**src/rtl/seq_div_module.sv**
```systemverilog
// seq_div_module: multi-cycle restoring divider, signed/unsigned, with quotient, remainder and exception
module seq_div_module #(
  parameter int WIDTH = 32,
  parameter int DIV_WIDTH = 16,
  parameter int STEPS_PER_CYCLE = 1
) (
  input  logic                 clock,
  input  logic                 reset,
  input  logic [WIDTH-1:0]     data_operandA,
  input  logic [DIV_WIDTH-1:0] data_operandB,
  input  logic                 ctrl_DIV,
  input  logic                 ctrl_signed,
  output logic [WIDTH-1:0]     data_result,
  output logic [WIDTH-1:0]     data_remainder,
  output logic                 data_exception,
  output logic                 data_inputRDY,
  output logic                 data_resultRDY
);
  localparam int ITER = WIDTH / STEPS_PER_CYCLE;
  localparam int RW = DIV_WIDTH + 1;
  localparam int CW = $clog2(ITER + 1);
  typedef enum logic [1:0] {IDLE, RUN, FIX, DONE} state_t;
  state_t state, nxt;
  logic [CW-1:0] cnt;
  logic [WIDTH-1:0] aq, aq_n, a_lat, a_mag, rem_w;
  logic [RW-1:0] rem, rem_n, dvs, b_ext, b_mag, sh;
  logic [RW:0] df;
  logic sgn_q, sgn_r, ovf, dz, accept;
  assign data_inputRDY = state == IDLE || state == DONE;
  assign data_resultRDY = state == DONE;
  assign accept = ctrl_DIV && data_inputRDY;
  assign a_mag = ctrl_signed && data_operandA[WIDTH-1] ? -data_operandA : data_operandA;
  // one extra bit so the most negative divisor keeps its positive magnitude
  assign b_ext = {ctrl_signed & data_operandB[DIV_WIDTH-1], data_operandB};
  assign b_mag = b_ext[RW-1] ? -b_ext : b_ext;
  assign rem_w = WIDTH'(rem);
  always_ff @(posedge clock or negedge reset)
    if (!reset) state <= IDLE;
    else state <= nxt;
  // divide-by-zero skips RUN but still passes through FIX to register its results
  always_comb
    nxt = accept ? (data_operandB == '0 ? FIX : RUN)
        : state == RUN ? (cnt == CW'(ITER - 1) ? FIX : RUN)
        : state == FIX ? DONE : IDLE;
  // aq shifts dividend bits out of the top while quotient bits enter at the bottom
  always_comb begin
    rem_n = rem;
    aq_n = aq;
    sh = '0;
    df = '0;
    for (int i = 0; i < STEPS_PER_CYCLE; i++) begin
      sh = {rem_n[RW-2:0], aq_n[WIDTH-1]};
      df = {1'b0, sh} - {1'b0, dvs};
      aq_n = {aq_n[WIDTH-2:0], ~df[RW]};
      rem_n = df[RW] ? sh : df[RW-1:0];
    end
  end
  always_ff @(posedge clock or negedge reset)
    if (!reset) begin
      cnt <= '0;
      aq <= '0;
      a_lat <= '0;
      rem <= '0;
      dvs <= '0;
      sgn_q <= 1'b0;
      sgn_r <= 1'b0;
      ovf <= 1'b0;
      dz <= 1'b0;
      data_result <= '0;
      data_remainder <= '0;
      data_exception <= 1'b0;
    end else if (accept) begin
      cnt <= '0;
      aq <= a_mag;
      a_lat <= data_operandA;
      rem <= '0;
      dvs <= b_mag;
      sgn_q <= ctrl_signed & (data_operandA[WIDTH-1] ^ data_operandB[DIV_WIDTH-1]);
      sgn_r <= ctrl_signed & data_operandA[WIDTH-1];
      ovf <= ctrl_signed && data_operandA == {1'b1, {(WIDTH-1){1'b0}}} && &data_operandB;
      dz <= data_operandB == '0;
    end else if (state == RUN) begin
      cnt <= cnt + 1'b1;
      aq <= aq_n;
      rem <= rem_n;
    end else if (state == FIX) begin
      data_result <= dz ? '0 : sgn_q ? -aq : aq;
      data_remainder <= dz ? a_lat : sgn_r ? -rem_w : rem_w;
      data_exception <= dz | ovf;
    end
endmodule
```
**config.mk**
```make
export PLATFORM = sky130hd
export DESIGN_NAME = seq_div_module
export DESIGN_NICKNAME = d
export VERILOG_FILES = /design/src/rtl/seq_div_module.sv
export SDC_FILE = /design/constraint.sdc
export NUM_CORES = 1
export LEC_CHECK = 0
export ABC_AREA = 1
export CORE_MARGIN = 10
export CORE_UTILIZATION = 60
export CTS_CLUSTER_DIAMETER = 30
export DETAILED_ROUTE_END_ITERATION = 16
export DONT_BUFFER_PORTS = 1
export PLACE_DENSITY = 0.76
export SLEW_MARGIN = 5
export SYNTH_ARGS = -nofsm -noshare
export SYNTH_HDL_FRONTEND = slang
export SYNTH_SLANG_ARGS = --single-unit
```
**constraint.sdc**
```tcl
create_clock -name clock -period 3.6 [get_ports clock]
set_input_delay 0.72 -clock clock [delete_from_list [all_inputs] [get_ports clock]]
set_output_delay 0.72 -clock clock [all_outputs]
set_load 0.02 [all_outputs]
```
==> out/qor.yml <==
route:
  drtPass1Iterations: 6
  via_per_inst: 5.85
  drc: 0
  vias: 10700
  drt-initial-drc-count: 1083
  wl_microns: 32500
  drt-wirelength-per-cell_microns: 17.7
  ant_nets: 0
synthesis:
  synth_top_area_share_pct: 39.7
  synth_top_flop_cell: "dfrtp_1"
  yosysWarnings: 0
  netlist_area_sq_um: 11000
  synth-seq-area-share_pct: 39.7
  syn_area_per_cell_sq_um: 6.80
  synth_area_leaders: "dfrtp_1 (40%), nand2_1 (16%), o21ai_0 (6.9%)"
  synth_seq_cells: 175
  postSynthCellCount: 1621
  synth.largest_area_cell: "dfrtp_1"
  yosysUniqueCellTypes: 44
  syn_nets: 1700
  synth-edff-count: 0
  synthArstFlopShare_pct: 100
layout:
  antennaDiodeCount: 0
  final_area_sq_um: 11800
  drive_gt1_share_pct: 4.48
  fillers: 1665
  syn2layout_area_growth_pct: 6.72
  fin_nets: 1675
power:
  ir_drop_uv: 546
  leakage_nw: 6.03
  power.density_nw_per_um2: 982
setup_path:
  end_kind: "flop"
  crit_type: "flop to flop"
  critical_path.startpoint_type: "flop"
  cp.arrival_ps: 2890
  cp.required_ps: 3900
  path_max_fanout: 105
global_route:
  met2_usage_pct: 39.7
  antenna_found_initial: 0
  met3_usage_pct: 8.57
  grt_overflow: 0
  busiest_layer: "met2"
  grt_first_pass_wirelength_microns: 53100
  grt_max_degree: 176
  met1_usage_pct: 36.8
  grt_pass1_vias: 10200
  track_usage_pct: 26.9
sta:
  finalSetupTns_ps: 0
  tightestPinTransition_ps: 1000
  clock.fmax_mhz: 386
  hold_viol: 0
  setup_viol: 0
  fin_crit_ps: 2590
  fin_crit_sh_pct: 72.1
  fin_skew_ps: 8.26
  slew_violations: 0
  relSlewSlack_pct: 33.3
  grt_setup_unrepaired: "no"
place:
  dp_hpwl_microns: 24200
  io_buffers: 0
  placed_area_sq_um: 11200
  routabilityCongestion: 0.957
run_status:
  status: "finished clean"
floorplan:
  die_h_microns: 156
  dieArea_sq_um: 24200
  ioPinCount: 119
  num_rows: 49
  initial_core_util_pct: 61.1
  core_sq_um: 18000
  die-width_microns: 156
cts:
  path_clk_slew_ps: 70
  cts.sinks: 175
  clockBufferDepth: 2
  cts-buffers-inserted: 17
  cts_tree: "yes"
  clkLatencyLatePin_ps: 440
  post_cts_resized: 0
  cts_setup_buffers: 0
  root_buffer: "clkbuf_16"
  htreeDepth: 4
run:
  maxCapViolations: 0
hold_path:
  hold_path.class: "primary input to async pin"
[worst max-delay path: stages (launching register included)]
cell and delay (ps):
dfrtp_1 370, inv_1 60, ha_1 430, nand2_4 130, buf_4 760, nor2_1 70, nand2_1 110, o21ai_0 70
o21ai_0 250, o21ai_0 140
[area by class of cell]
cell class	count	area, sq um	share of cell area [%]
clock buffers	18	439	3.73
multi-input cells	1188	5640	48.0
flip-flops and latches	175	4380	37.2
repair buffers	16	160	1.36
well taps	229	287	2.44
clock inverters	11	110	0.936
inverters	198	743	6.32
[logic make-up (layout without fill, tap and decap cells)]
| logic type | after synthesis | in the layout | share of synthesized area (%) |
|---|---|---|---|
| adder cells (fa/ha/maj) | 27 | 27 | 3.13 |
| AND/OR/NAND/NOR | 867 | 867 | 33.0 |
| XOR/XNOR | 29 | 29 | 2.30 |
| buffers and inverters | 258 | 243 | 9.11 |
| AO/OA/AOI/OAI | 265 | 265 | 12.8 |
| flip-flops | 175 | 175 | 39.7 |
[path summary, 6_finish.rpt]
path / from / to / slack (ps) / depth (start not counted)
worst max-delay path: state[0] / aq[3] / 1010 / 9
worst min-delay path: reset / rem[1] / 170 / 1
worst max register to register: state[0] / aq[3] / 1010 / 9
worst min register to register: ovf / ovf / 490 / 2
max in group asynchronous: reset / a_lat[16] / 3020 / 1
min in group clock: data_operandA[31] / a_lat[31] / 390 / 2
[where the power goes]
group	switching [mW]	internal, mW	total, mW
clock network	0.821	0.970	1.79
registers	1.21	2.89	4.09
logic	3.78	1.89	5.67
total	5.81	5.75	11.6
[layer usage]
| metal | vias to the layer above | wire, microns |
|---|---|---|
| met5 | - | 0 |
| met4 | 0 | 860 |
| met3 | 56 | 3590 |
| met2 | 471 | 14100 |
| met1 | 5047 | 14000 |
| li1 | 5161 | - |
[flip-flops by register name, indices dropped and copies added (netlist names), 2 cells and up]
signal and count:
a_lat 32, aq 32, cnt 6, data_remainder 32, data_result 32, dvs 17, rem 17, state 2
[Yosys cell counts (all sizes together), types with 3 or more instances]
library cell	instances
xor2	23
nor4	5
inv	197
nor2	183
nand4	25
nand3	138
o21ai	157
xnor2	6
o31ai	3
a21oi	77
ha	26
o211ai	4
dfrtp	175
a31oi	4
o22ai	8
nand2	483
buf	29
clkbuf	31
nor3	25
[cells in the final DEF (no fill, tap or decap), types with 6 or more instances in the layout]
master,synthesis,final
o22ai_1,8,8
o21ai_0,152,152
inv_1,193,192
buf_4,1,14
nand4_1,25,25
nand3_1,136,136
xor2_1,23,23
xnor2_1,6,6
clkbuf_16,0,17
a21oi_1,77,77
ha_1,26,26
dfrtp_1,175,175
nand2_2,7,6
nor2_1,175,175
nand2_1,475,475
nor3_1,25,25
[through the flow]
stage / hold WS, ps / std cells / util (%) / worst slack, ps / total power [mW]
3_3_place_gp: 436 / 1804 / 61.9 / 1260 / 9.51
6_report: 175 / 1835 / 65.3 / 1010 / 11.6
2_1_floorplan: 424 / 1621 / - / 1670 / 8.20
5_1_grt: 211 / 1835 / 65.3 / 833 / 12.6
3_5_place_dp: 436 / 1804 / 61.9 / 1170 / 9.65
4_1_cts: -24.9 / 1833 / 64.9 / 1100 / 11.5
(Power assumes the default switching activity.)
